<file path="config.mk">
export PLATFORM = sky130hd
export DESIGN_NAME = load_store_unit
export DESIGN_NICKNAME = d
export VERILOG_FILES = /design/src/rtl/load_store_unit.sv
export SDC_FILE = /design/constraint.sdc
export NUM_CORES = 1
export LEC_CHECK = 0
export CAP_MARGIN = 20
export CORE_ASPECT_RATIO = 1.2
export CORE_MARGIN = 2
export CORE_UTILIZATION = 42
export DETAILED_ROUTE_END_ITERATION = 12
export PLACE_DENSITY_LB_ADDON = 0.08
export SKIP_LAST_GASP = 1
export SLEW_MARGIN = 5
export SYNTH_ARGS = -nofsm -noshare
export SYNTH_HDL_FRONTEND = slang
export SYNTH_SLANG_ARGS = --single-unit
</file>
<file path="constraint.sdc">
create_clock -name clk -period 2 [get_ports clk]
set_input_delay 0.4 -clock clk [delete_from_list [all_inputs] [get_ports clk]]
set_output_delay 0.4 -clock clk [all_outputs]
set_load 0.05 [all_outputs]
</file>
<file path="src/rtl/load_store_unit.sv">
// ============================================================================
// Module   : load_store_unit
// Brief    : Single-outstanding load/store unit between execute and
//            data_memory. Checks funct3/alignment/range, drives sub-word
//            writes, absorbs the 1-cycle synchronous read latency and
//            sign/zero-extends load data. One response per request over a
//            valid/ready handshake.
// Revision : 1.0  initial release
// ============================================================================
`default_nettype none

module load_store_unit #(
  parameter int AW = 11,
  parameter int DW = 32
) (
  input  logic          clk,
  input  logic          rst_n,
  // request channel
  input  logic          req_valid_i,
  output logic          req_ready_o,
  input  logic          req_we_i,
  input  logic [2:0]    req_funct3_i,
  input  logic [31:0]   req_addr_i,
  input  logic [DW-1:0] req_wdata_i,
  // response channel
  output logic          resp_valid_o,
  input  logic          resp_ready_i,
  output logic [DW-1:0] resp_rdata_o,
  output logic [1:0]    resp_err_o,
  // data_memory interface
  output logic          mem_wr_o,
  output logic [2:0]    mem_size_o,
  output logic [AW-1:0] mem_addr_o,
  output logic [DW-1:0] mem_wdata_o,
  input  logic [DW-1:0] mem_rdata_i
);

  localparam logic [1:0] C_ERR_NONE     = 2'b00;
  localparam logic [1:0] C_ERR_MISALIGN = 2'b01;
  localparam logic [1:0] C_ERR_RANGE    = 2'b10;
  localparam logic [1:0] C_ERR_FUNCT3   = 2'b11;

  typedef enum logic [1:0] {
    S_IDLE      = 2'd0,
    S_LOAD_WAIT = 2'd1,
    S_RESP      = 2'd2
  } state_t;

  state_t         state_q;
  logic           resp_valid_q;
  logic [DW-1:0]  resp_rdata_q;
  logic [1:0]     resp_err_q;
  logic [AW-1:0]  addr_q;
  logic [2:0]     size_q;
  logic [DW-1:0]  wdata_q;
  logic [2:0]     f3_q;

  logic           accept;
  logic           f3_legal;
  logic           misaligned;
  logic           out_of_range;
  logic [1:0]     err_d;
  logic [2:0]     size_d;
  logic [DW-1:0]  wdata_d;
  logic [DW-1:0]  ld_data_d;

  assign req_ready_o  = (state_q == S_IDLE);
  assign accept       = req_valid_i & req_ready_o;

  assign resp_valid_o = resp_valid_q;
  assign resp_rdata_o = resp_rdata_q;
  assign resp_err_o   = resp_err_q;

  // Classify the presented request; fault codes are priority ordered.
  always_comb begin
    f3_legal     = 1'b0;
    misaligned   = 1'b0;
    out_of_range = 1'b0;
    err_d        = C_ERR_NONE;
    case (req_funct3_i)
      3'b000, 3'b001, 3'b010: f3_legal = 1'b1;
      3'b100, 3'b101:         f3_legal = ~req_we_i;   // unsigned forms are load-only
      default:                f3_legal = 1'b0;
    endcase
    misaligned   = ((req_funct3_i[1:0] == 2'b01) && req_addr_i[0]) ||
                   ((req_funct3_i[1:0] == 2'b10) && (req_addr_i[1:0] != 2'b00));
    out_of_range = |req_addr_i[31:AW];
    if (!f3_legal)         err_d = C_ERR_FUNCT3;
    else if (misaligned)   err_d = C_ERR_MISALIGN;
    else if (out_of_range) err_d = C_ERR_RANGE;
    else                   err_d = C_ERR_NONE;
  end

  // Size code and lane-masked store data derived from the presented request.
  always_comb begin
    size_d  = {1'b0, req_funct3_i[1:0]};
    wdata_d = req_wdata_i;
    case (req_funct3_i[1:0])
      2'b00:   wdata_d = {24'd0, req_wdata_i[7:0]};
      2'b01:   wdata_d = {16'd0, req_wdata_i[15:0]};
      default: wdata_d = req_wdata_i;
    endcase
  end

  // Memory side: live from the request while idle, frozen from capture otherwise.
  always_comb begin
    mem_wr_o    = accept & req_we_i & (err_d == C_ERR_NONE);
    mem_size_o  = (state_q == S_IDLE) ? size_d                  : size_q;
    mem_addr_o  = (state_q == S_IDLE) ? req_addr_i[AW-1:0]      : addr_q;
    mem_wdata_o = (state_q == S_IDLE) ? wdata_d                 : wdata_q;
  end

  // Extend returned load data; memory already places sub-words in low lanes.
  always_comb begin
    ld_data_d = mem_rdata_i;
    case (f3_q)
      3'b000:  ld_data_d = {{24{mem_rdata_i[7]}},  mem_rdata_i[7:0]};
      3'b100:  ld_data_d = {24'd0,                 mem_rdata_i[7:0]};
      3'b001:  ld_data_d = {{16{mem_rdata_i[15]}}, mem_rdata_i[15:0]};
      3'b101:  ld_data_d = {16'd0,                 mem_rdata_i[15:0]};
      default: ld_data_d = mem_rdata_i;
    endcase
  end

  // Request/response FSM with registered response outputs.
  always_ff @(posedge clk or negedge rst_n) begin
    if (!rst_n) begin
      state_q      <= S_IDLE;
      resp_valid_q <= 1'b0;
      resp_rdata_q <= '0;
      resp_err_q   <= C_ERR_NONE;
      addr_q       <= '0;
      size_q       <= '0;
      wdata_q      <= '0;
      f3_q         <= '0;
    end else begin
      case (state_q)
        S_IDLE: begin
          if (accept) begin
            addr_q       <= req_addr_i[AW-1:0];
            size_q       <= size_d;
            wdata_q      <= wdata_d;
            f3_q         <= req_funct3_i;
            resp_rdata_q <= '0;
            resp_err_q   <= err_d;
            if ((err_d == C_ERR_NONE) && !req_we_i) begin
              // clean load: wait for the synchronous read data
              state_q <= S_LOAD_WAIT;
            end else begin
              // store ack or fault: answer next cycle
              state_q      <= S_RESP;
              resp_valid_q <= 1'b1;
            end
          end
        end
        S_LOAD_WAIT: begin
          resp_rdata_q <= ld_data_d;
          resp_valid_q <= 1'b1;
          state_q      <= S_RESP;
        end
        S_RESP: begin
          if (resp_ready_i) begin
            resp_valid_q <= 1'b0;
            state_q      <= S_IDLE;
          end
        end
        default: begin
          state_q      <= S_IDLE;
          resp_valid_q <= 1'b0;
        end
      endcase
    end
  end

endmodule

`default_nettype wire

</file>
* After elaboration in Yosys (flattened, before gate mapping)
Cells that the tools add are included.
W data, S select, Z words.
** Cells by class
- Bitwise logic cells :: 4
- Reductions and logical operators :: 19
- Equal/unequal tests :: 14
- Muxes and demuxes :: 19
** Operators by type and width (count)
- $pmux W32 S2 :: 2
- $pmux W32 S4 :: 1
- $mux W32 :: 2
- $reduce_or A21 Y1 :: 1
- $mux W2 :: 7
- $eq A3 B3 Y1 const B :: 4
- $mux W11 :: 1
- $eq A3 B1 Y1 const B :: 2
- $logic_not A2 Y1 :: 3
- $logic_not A3 Y1 :: 2
- $pmux W2 S3 :: 1
- $reduce_and A2 Y1 :: 3
- $eq A2 B1 Y1 const B :: 2
- $eq A2 B2 Y1 const B :: 2
- $ne A2 B2 Y1 const B :: 2
- $reduce_bool A2 Y1 :: 2
- $and A1 B1 Y1 :: 3
- $eq A3 B2 Y1 const B :: 1
- $logic_and A1 B1 Y1 :: 3
- $mux W1 :: 3
- $pmux W1 S3 :: 1
- $reduce_and A3 Y1 :: 1
- $reduce_or A3 Y1 :: 1
- $ne A2 B1 Y1 const B :: 1
- 5 further kinds :: 5
** Storage, ports and cells
- Bits in registers :: 85
- Output and inout bits :: 83

* Logic depth before layout (Yosys ltp)
Gate-level depths: netlist (run 1).
- Depth after elaboration :: 10
- Gate-level depth with buffers :: 6

* Worst setup path after synthesis (run 1)
No wires, ideal clock.
- Kind :: input -> output
- Start :: input req_funct3_i[1]
- End :: output mem_wdata_o[24]
- Setup slack :: -0.459 ns
- Required time :: 1.600 ns
- Data arrival time :: 2.059 ns
- Stages :: 4
- Cells stage by stage :: buf_2 buf_1 nand2_1 o21ai_0
** Between the ends
- Word-level cells in the longest chain between the ends :: 3
- Elaborated cells between the ends (all ways) :: 4
- Classes of those cells :: 1 x eq/ne; 2 x mux; 1 x reduce/logical
** Ends and longest elaborated chain
- start: declaration :: RTL line 22 : input logic [2:0] req_funct3_i,
- $eq A2 B1 Y1 / $logic_not A2 Y1 (equally long branches) :: RTL line 98 : case (req_funct3_i[1:0])
- $pmux W32 S2 (*) :: RTL line 98
- $mux W32 (*) :: RTL line 110 : mem_wdata_o = (state_q == S_IDLE) ? wdata_d : wdata_q;
- end: declaration :: RTL line 34 : output logic [DW-1:0] mem_wdata_o,
Every way passes the cells marked *; elsewhere a longest branch is shown, timed or not.

* Final worst setup path (run 1)
- Start :: input req_addr_i[20]
- End :: output mem_wr_o
** Between the ends
- Word-level cells in the longest chain between the ends :: 6
** Ends and longest elaborated chain
- start: declaration :: RTL line 23 : input logic [31:0] req_addr_i,
- $reduce_or A21 Y1 :: RTL line 87 : out_of_range = |req_addr_i[31:AW];
- $mux W2 :: RTL line 90 : else if (out_of_range) err_d = C_ERR_RANGE;
- $mux W2 :: RTL line 89 : else if (misaligned) err_d = C_ERR_MISALIGN;
- $mux W2 :: RTL line 88 : if (!f3_legal) err_d = C_ERR_FUNCT3;
- $logic_not A2 Y1 :: RTL line 107 : mem_wr_o = accept & req_we_i & (err_d == C_ERR_NONE);
- $and A1 B1 Y1 :: RTL line 107
- end: declaration :: RTL line 31 : output logic mem_wr_o,
Every way passes these cells.

==> metrics.yaml, run 1 <==
place_congestion: 0.7773
hold_path_class: "input port to asynchronous set/reset pin"
grt.overflow.total: 0
drive_above_1_share: 0.3103
vias: 4029
cp-start-kind: "input port"
cellLeakagePower_nw: 3.453
ant_nets: 0
dieArea_um2: 10490
cts.sinks: 83
rows: 39
synthCells: 455
clock_latency_ps: 330
syn_nets: 559
fin_ws_ps: -100.4
drv_cap: 0
holdWs_ps: 31.01
crit_slowest_cell: "nor4_1"
totalPowerFinal_mw: 6.475
maxSlewViolCount: 0
avgSynthCellArea_um2: 8.940
wire_per_inst_um: 15.49
vdd_drop_max_v: 0.0005488
firstDrtPassIters: 5
synth_edf_count: 0
crit_type: "input port to output pin"
outcome: "finished with violations"
initialDrtViolationCount: 115
io_buffer_count: 185
io_pins: 187
yosysMostFrequentCell: "nand2_1"
via_per_inst: 5.011
rsz0062_at_grt: "yes"
final_cells: 804
powerDensity_nw_per_um2: 867.3
violations: "negative setup slack"
cts_tree: "done"
dpl-instance-area_um2: 6780
timing.fmax_mhz: 476.1
critPathMaxFanout: 2
dieWidth_um: 93.84
clkTransAtPathRegs_ps: 60
final_util: 0.7887
final_nets: 779
antenna_found_initial: 1
drc: 0
fp.dieH_um: 111.8
synth_common_cells: "nand2_1, dfrtp_1, o21ai_0, o21ai_1, nor2b_1"
htreeDepth: 3
cp.arrival_ps: 1700
worstPathCellList: "dlygate4sd2_1 > nor4_1 > nand4_1 > nor2_2 > and4_4 > buf_12"
grt_use_total: 0.2413
fin_crit_ps: 2100
critical_path_buf_inv_count: 2
yosys_warnings: 0
endpoint_kind: "output pin"
setup_viol: 15
synth_top_area_frac: 0.5106
synth_top_area_cell: "dfrtp_1"
area_growth_pct: 83.54
fin_worst_skew_ps: 7.255
fin_area_um2: 7466
finalCritPeriodShare: 1.050
synth_area_leaders: "dfrtp_1, nand2_1, mux2_4, o21ai_0, a22o_1"
synth_ff_type: "dfrtp_1"
report.final.hold_viol_count: 0
start_util: 0.4297
maxSlewHeadroom: 0.6406
ys_seq_area_frac: 0.5106
netlist_area_um2: 4068
dp.cells: 777
grt_max_degree: 76
cts_buffers: 9
worst_pin_slew_ps: 537.5
async_flop_share: 1.000
cts_root_buf: "clkbuf_16"
wl_um: 12460
coreArea_um2: 9467
crit_required_ps: 1600
ys_ff_latch: 83
clk_path_buf_depth: 2
grt_pass1_wl_um: 20070
cp_top_family: "simple AND/OR/NAND/NOR gates"
synth.distinct_cells: 31
place_hpwl_um: 8582
grt_pass1_vias: 4130
max_stage_delay_ps: 360
==> path summary, 6_finish.rpt <==
path | from | end | slack (ps) | cells past startpoint
hold / removal | rst_n | resp_rdata_o[4]$_DFFE_PN0P_ | 30 | 1
hold reg to reg | addr_q[0]$_DFFE_PN0P_ | addr_q[0]$_DFFE_PN0P_ | 480 | 2
setup / recovery | req_addr_i[20] | mem_wr_o | -100 | 6
setup reg to reg | state_q[1]$_DFFE_PN0P_ | addr_q[9]$_DFFE_PN0P_ | 310 | 4
max in group asynchronous | rst_n | addr_q[0]$_DFFE_PN0P_ | 1410 | 2
min in group clk | addr_q[0]$_DFFE_PN0P_ | addr_q[0]$_DFFE_PN0P_ | 480 | 2
==> sequential cells by signal, summed over array words and instances (netlist names) <==
| signal | flops |
|---|---|
| wdata_q | 32 |
| f3_q | 3 |
| resp_rdata_o | 32 |
| state_q | 2 |
| resp_valid_o | 1 |
| addr_q | 11 |
| resp_err_o | 2 |
==> cells in the final DEF, fill, tap and decap left out, drive strengths merged <==
| cell | Yosys | layout |
|---|---|---|
| nor2b | 18 | 18 |
| diode | 0 | 1 |
| buf | 23 | 107 |
| clkinv | 0 | 4 |
| or4b | 1 | 1 |
| nand2b | 1 | 1 |
| o31ai | 1 | 1 |
| or2 | 2 | 2 |
| clkbuf | 11 | 12 |
| mux2 | 17 | 17 |
| nor2 | 7 | 7 |
| nand2 | 179 | 179 |
| nand4 | 1 | 1 |
| and4 | 1 | 1 |
| dlymetal6s2s | 0 | 1 |
| o21ai | 77 | 77 |
| o22ai | 1 | 1 |
| clkdlybuf4s15 | 0 | 2 |
| clkdlybuf4s50 | 0 | 112 |
| nor4 | 4 | 4 |
| dlygate4sd2 | 0 | 20 |
| bufinv | 0 | 1 |
| or3b | 1 | 1 |
| inv | 2 | 2 |
| and4bb | 1 | 1 |
| a21oi | 2 | 2 |
| dfrtp | 83 | 83 |
| conb | 1 | 1 |
| mux2i | 1 | 1 |
| o21bai | 1 | 1 |
| a22o | 17 | 17 |
| nor3 | 2 | 2 |
==> report_power, final <==
group | internal, mW | total, mW | switching (mW)
clock | 1.04 | 1.70 | 0.661
combinational | 1.31 | 2.77 | 1.46
sequential | 1.88 | 2.01 | 0.131
total | 4.22 | 6.48 | 2.25
==> area by class of cell <==
type / instances / area [um^2]
repair buffers: 243 / 2831
flip-flops and latches: 83 / 2077
multi-input cells: 336 / 2077
fillers: 627 / 2001
clock buffers: 11 / 252.7
well taps: 123 / 153.9
clock inverters: 5 / 61.31
inverters: 2 / 10.01
diodes: 1 / 2.502
==> metal layers <==
layer / share of wire / wire [um] / vias up / track usage
met3: 0.060 / 751 / 16 / 0.06022
met5: 0 / 0 / - / 0
met2: 0.52 / 6490 / 120 / 0.4062
met1: 0.40 / 4996 / 1944 / 0.3002
met4: 0.018 / 219 / 0 / 0.08502
li1: - / - / 1949 / -
==> through the flow <==
stage	setup slack, ps	setup TNS (ps)
after global routing	-241.4	-2065
after global placement	-148.4	-820.3
final	-100.4	-260.3
after CTS	-4.756	-4.962
after detailed placement	-176.7	-1548
after floorplan	-82.91	-1377
==> cells by family (layout without fill, tap and decap cells) <==
logic type | count (synthesis) | after routing | share of synthesized area
AO/OA/AOI/OAI | 99 | 99 | 0.1455
flip-flops | 83 | 83 | 0.5106
other | 1 | 2 | 0.0009219
AND/OR/NAND/NOR | 218 | 218 | 0.2239
buffers and inverters | 36 | 261 | 0.05383
multiplexers | 18 | 18 | 0.06521
==> worst register-to-register path, delay by kind of cell (launching register included) <==
kind	cells	cell delay [ps]
flip-flops	1	400
multiplexers	1	400
AND/OR/NAND/NOR	1	410
buffers and inverters	2	350
==> repair_timing <==
| item | in CTS | in global routing |
|---|---|---|
| pin swaps | 12 | 6 |
| gates cloned | 0 | 1 |
| hold endpoints to repair | 0 | 0 |
| hold buffers | 0 | 0 |
| resized for setup | 58 | 42 |
| endpoints found under the setup margin | 46 | 45 |
| setup buffers | 9 | 0 |
Note: power is estimated with default switching activity, not from simulation.
==> run 2: changes to the inputs <==
Settings changed: MAX_ROUTING_LAYER set to met4, PLACE_DENSITY set to 0.78, PLACE_DENSITY_LB_ADDON 0.08 to not set.
==> run 2 against run 1 <==
The flow still finishes with violations (negative setup slack); clock skew decreased by 1.7 ps; power increased by 2.2%; via count increased by 4.3%; critical path type unchanged; critical endpoint unchanged.
==> metrics.yaml, run 2 (synthesis gave the netlist of run 1 again) <==
outcome: "finished with violations"
violations: "negative setup slack"
setup_viol: 42  # +27
postCtsHoldBufs: 0  # unchanged
coreArea_um2: 9467  # unchanged
cts_root_buf: "clkbuf_16"
drv_cap: 0  # unchanged
io_pins: 187  # unchanged
worstPathCellList: "clkdlybuf4s50_1 > nor2_2 > a22o_1 > and4_4 > buf_12"
hold_path_class: "input port to asynchronous set/reset pin"
clk_path_buf_depth: 2  # unchanged
endpoint_kind: "output pin"
rows: 39  # unchanged
htreeDepth: 3  # unchanged
area_growth_pct: 86.74
layout.cells.most_common: "nand2_1"
cts_buffers: 9  # unchanged
cts_tree: "done"
initialDrtViolationCount: 119  # +3.5%
powerDensity_nw_per_um2: 871.1  # +0.43%
worst_pin_slew_ps: 559.6  # +22.13 ps
finalCritPeriodShare: 1.063  # +0.01266
drc: 0  # unchanged
cp.arrival_ps: 1730  # +30 ps
cts.sinks: 83  # unchanged
start_util: 0.4297  # unchanged
wl_um: 14130  # +13%
cp-start-kind: "input port"
final_nets: 780  # +0.13%
reg2reg_depth: 4  # unchanged
cellLeakagePower_nw: 3.488  # +1.0%
crit_slowest_cell: "clkdlybuf4s50_1"
final_cells: 806  # +0.25%
reg2reg_slack_ps: 270  # -40 ps
drive_above_1_share: 0.3231  # +0.01276
grt_use_total: 0.2531  # +0.01177
dieWidth_um: 93.84  # unchanged
via_per_inst: 5.216  # +4.1%
dp.cells: 775  # -0.26%
fin_ws_ps: -125.7  # -25.32 ps
clkTransAtPathRegs_ps: 60  # about the same
report.final.hold_viol_count: 0  # unchanged
vdd_drop_max_v: 0.0005523  # +0.63%
worstReg2RegEnd: "wdata_q[6]$_DFFE_PN0P_"
firstDrtPassIters: 4  # -1
io_buffer_count: 185  # unchanged
final_util: 0.8024  # +0.01375
grt_max_degree: 54  # -29%
n_fill_cell: 561  # -11%
place_congestion: 0.8283  # +6.6%
crit_required_ps: 1600  # about the same
mostFrequentLayoutCells: "nand2_1, clkdlybuf4s50_1, dfrtp_1, buf_12, buf_4"
grt_pass1_vias: 4196  # +1.6%
r2r-start: "state_q[1]$_DFFE_PN0P_"
crit_type: "input port to output pin"
grt_pass1_wl_um: 20330  # +1.3%
vias: 4204  # +4.3%
wire_per_inst_um: 17.53  # +13%
timing.fmax_mhz: 470.4  # -1.2%
place_hpwl_um: 9085  # +5.9%
fin_crit_ps: 2126  # +25.32 ps
maxSlewHeadroom: 0.6269  # -0.01368
fin_worst_skew_ps: 5.577  # -1.678 ps
grt.overflow.total: 0  # unchanged
antenna_found_initial: 1  # unchanged
fp.dieH_um: 111.8  # unchanged
maxSlewViolCount: 0  # unchanged
max_stage_delay_ps: 480  # +120 ps
clock_latency_ps: 340  # about the same
rsz0062_at_grt: "yes"
dieArea_um2: 10490  # unchanged
critPathMaxFanout: 2  # unchanged
ant_nets: 0  # unchanged
-- run 2: cell count changes in the layout (fill, tap and decap cells not counted), sizes merged, moves of 2 or more --
| cell | previous run | this run |
|---|---|---|
| dlygate4sd2 | 20 | 15 |
| clkinv | 4 | 1 |
| dlymetal6s2s | 1 | 4 |
| inv | 2 | 5 |
| buf | 107 | 105 |
| clkdlybuf4s50 | 112 | 114 |
| clkinvlp | 0 | 2 |
-- run 2: cell type report --
class                   instances  area (um^2)  area share
diodes                          2        5.005   0.0006589
clock buffers                   9        225.2     0.02965
clock inverters                 7        82.58     0.01087
inverters                       2        10.01    0.001318
multi-input cells             337         2152      0.2833
flip-flops and latches         83         2079      0.2738
well taps                     123        153.9     0.02026
repair buffers                243         2888      0.3802
-- run 2: worst max-delay path by stage --
stage,startpoint,endpoint,slack [ps],cells past startpoint
floorplan,req_funct3_i[1],mem_wdata_o[24],-80,4
global placement,req_addr_i[22],mem_wr_o,-290,6
detailed placement,req_addr_i[22],mem_wr_o,-340,6
CTS,state_q[0]$_DFFE_PN0P_,mem_wdata_o[29],-70,4
global route,req_funct3_i[2],mem_wr_o,-150,5
finish,req_addr_i[1],mem_wr_o,-130,5
-- run 2: critical path, delay by kind of cell --
kind	cells	cell delay (ps)
AOI/OAI and AO/OA	1	240
buffers and inverters	2	610
and+or+nand+nor	2	460
-- run 2: metal layers --
metal	vias to the layer above	wire, um	GRT usage
li1	1955	-	-
met1	2038	5219	0.2807
met2	186	7488	0.4371
met3	25	1106	0.06766
met4	0	317	0.08406
met5	-	0	-
-- run 2: report_power, final --
part	switching (mW)	internal, mW	leakage, nW
Clock	0.724	0.987	0.145
Sequential	0.136	1.88	1.07
Combinational	1.52	1.37	2.27
Total	2.38	4.23	3.49
-- run 2: metrics by stage --
stage | total power, mW | setup slack, ps | hold WS [ps] | setup TNS (ps) | area (um^2)
after floorplan | 3.342 | -82.91 | 104.4 | -1377 | 4094
after global placement | 4.549 | -294.6 | 373.2 | -4331 | 6753
after detailed placement | 4.600 | -343.4 | 381.9 | -5022 | 6753
after CTS | 6.400 | -69.31 | 24.73 | -1902 | 7228
after global routing | 6.880 | -152.7 | 46.48 | -3803 | 7594
final | 6.617 | -125.7 | 7.083 | -1380 | 7596
-- run 2: what timing repair did --
item | in CTS | in global routing
gates cloned | 1 | 5
endpoints found under the setup margin | 46 | 47
pin swaps | 10 | 18
setup buffers | 4 | 3
gates resized for setup | 55 | 57
hold endpoints to repair | 0 | 0
==> run 3: changes to the inputs <==
Settings changed: CORE_UTILIZATION 42 to 30, PLACE_DENSITY 0.78 to 0.58.
==> run 3 against run 2 <==
The flow still finishes with violations (negative setup slack); sequential share of layout area fell by 0.69 points; utilization fell by 21 points; largest cell class unchanged; clock skew rose by 0.96 ps; die area rose by 38%; global-route usage fell by 7.6 points.
==> metrics.yaml, run 3 (synthesis gave the netlist of run 1 again) <==
outcome: "finished with violations"
violations: "negative setup slack"
fin_area_um2: 7782  # +2.5%
io_pins: 187  # unchanged
worst_pin_slew_ps: 518.9  # -40.70 ps
mostFrequentLayoutCells: "nand2_1, clkdlybuf4s50_1, dfrtp_1, buf_4, buf_12"
grt_pass1_vias: 4116  # -1.9%
place_hpwl_um: 8927  # -1.7%
fin_crit_ps: 2051  # -74.20 ps
cts_tree: "done"
clock_latency_ps: 340  # about the same
maxSlewHeadroom: 0.6530  # +0.02610
fp.dieH_um: 131.6  # +18%
wire_per_inst_um: 15.24  # -13%
setup_viol: 39  # -7.1%
finalCritPeriodShare: 1.026  # -0.03710
area_growth_pct: 91.33
drive_above_1_share: 0.3304  # +0.007380
diodes: 0  # -2
reg2reg_slack_ps: 90  # -180 ps
final_cells: 858  # +6.5%
postCtsHoldBufs: 0  # unchanged
crit_type: "register to output pin"
dieArea_um2: 14510  # +38%
fin_ws_ps: -51.48  # +74.20 ps
cp-start-kind: "register"
n_fill_cell: 1146  # +100%
r2r-start: "state_q[1]$_DFFE_PN0P_"
crit_end: "mem_wr_o"
reg2reg_depth: 13  # +9
dieWidth_um: 110.3  # +18%
initialDrtViolationCount: 155  # +30%
cp_top_family: "simple AND/OR/NAND/NOR gates"
grt_use_total: 0.1772  # -0.07585
cellLeakagePower_nw: 3.580  # +2.6%
coreArea_um2: 13240  # +40%
firstDrtPassIters: 4  # unchanged
worstReg2RegEnd: "f3_q[0]$_DFFE_PN0P_"
clk_path_buf_depth: 2  # unchanged
grt_max_degree: 76  # +41%
powerDensity_nw_per_um2: 864.3  # -0.78%
crit_start: "state_q[1]$_DFFE_PN0P_"
endpoint_kind: "output pin"
worstPathCellList: "buf_6 > or3b_4 > inv_2 > and4_4 > buf_12"
fin_worst_skew_ps: 6.541  # +0.9637 ps
drv_cap: 0  # unchanged
ant_nets: 0  # unchanged
rsz0062_at_grt: "yes"
fin_tns_setup_ps: -820.9  # +558.7 ps
critical_path_depth: 5  # unchanged
htreeDepth: 3  # unchanged
hold_path_class: "input port to asynchronous set/reset pin"
cp.arrival_ps: 1650  # -80 ps
start_util: 0.3073  # -0.1224
report.final.hold_viol_count: 0  # unchanged
rows: 46  # +18%
grt_pass1_wl_um: 19920  # -2.0%
max_stage_delay_ps: 390  # -90 ps
critPathMaxFanout: 2  # unchanged
cts_root_buf: "clkbuf_16"
cts.sinks: 83  # unchanged
critical_path_buf_inv_count: 3  # +1
final_nets: 789  # +1.2%
antenna_found_initial: 0  # -1
io_buffer_count: 185  # unchanged
dp.cells: 819  # +5.7%
layout.cells.most_common: "nand2_1"
dpl-instance-area_um2: 6827  # +1.1%
vias: 4023  # -4.3%
timing.fmax_mhz: 487.5  # +3.6%
crit_required_ps: 1600  # about the same
maxSlewViolCount: 0  # unchanged
clkTransAtPathRegs_ps: 60  # about the same
wl_um: 13070  # -7.5%
vdd_drop_max_v: 0.0004673  # -15%
drc: 0  # unchanged
cts_buffers: 9  # unchanged
via_per_inst: 4.689  # -10%
place_congestion: 0.7440  # -10%
grt.overflow.total: 0  # unchanged
crit_slowest_cell: "dfrtp_1"
[run 3: cell count changes in the layout (fill, tap and decap cells not counted), moves of 3 or more]
cell,change
dlymetal6s2s_1,-3
o21ai_2,+3
nand2_2,-13
nand2_4,+17
o21ai_4,-3
nand2_1,-4
buf_6,+5
buf_4,+4
dlygate4sd2_1,+6
[run 3: how the worst min path moves through the flow]
| stage | end | slack, ps | cells after the start |
|---|---|---|---|
| after floorplan | addr_q[0]$_DFFE_PN0P_ | 100 | 0 |
| after global routing | resp_rdata_o[5]$_DFFE_PN0P_ | 70 | 1 |
| final | resp_rdata_o[4]$_DFFE_PN0P_ | 30 | 1 |
| after global placement | resp_rdata_o[6]$_DFFE_PN0P_ | 400 | 1 |
| after CTS | resp_rdata_o[4]$_DFFE_PN0P_ | 50 | 1 |
| after detailed placement | resp_rdata_o[4]$_DFFE_PN0P_ | 410 | 1 |
[run 3: cell type report]
type | instances | area [um^2] | share of cell area
clock buffers | 9 | 225.2 | 0.02894
multi-input cells | 336 | 2200 | 0.2826
inverters | 2 | 12.51 | 0.001608
repair buffers | 253 | 2959 | 0.3802
well taps | 168 | 210.2 | 0.02701
clock inverters | 7 | 98.84 | 0.01270
flip-flops and latches | 83 | 2077 | 0.2669
[run 3: metrics by stage]
step	hold WS (ps)	utilization	setup slack [ps]	power (mW)
after CTS	53.24	0.5588	-66.07	6.554
final	33.88	0.5879	-51.48	6.726
after detailed placement	413.3	0.5157	-320.0	4.621
after floorplan	104.4	-	-82.91	3.342
after global placement	404.0	0.5157	-252.9	4.587
after global routing	67.37	0.5879	-102.9	7.037
[run 3: worst register-to-register path: stages, from the launching register on]
cell,delay [ps]
dfrtp_1,390
buf_6,120
or3b_4,390
inv_2,60
buf_4,100
buf_4,100
buf_4,100
buf_4,90
buf_4,90
buf_4,80
buf_4,90
buf_4,120
nand2_1,50
nand2_1,70
[run 3: per-layer routing]
layer | global-route usage | wire length, um
met1 | 0.2046 | 5231
met2 | 0.2935 | 6726
met3 | 0.04018 | 820
met4 | 0.07153 | 297
met5 | - | 0
[run 3: where the power goes]
group	total, mW	switching [mW]	internal (mW)	leakage (nW)
logic	2.91	1.52	1.39	2.35
registers	2.01	0.131	1.88	1.08
clock network	1.81	0.703	1.10	0.157
[run 3: repair_timing]
action	CTS	global route
buffers inserted	17	3
resized for setup	57	68
setup endpoints to repair	46	51
pin swaps	10	23
gates cloned	0	5
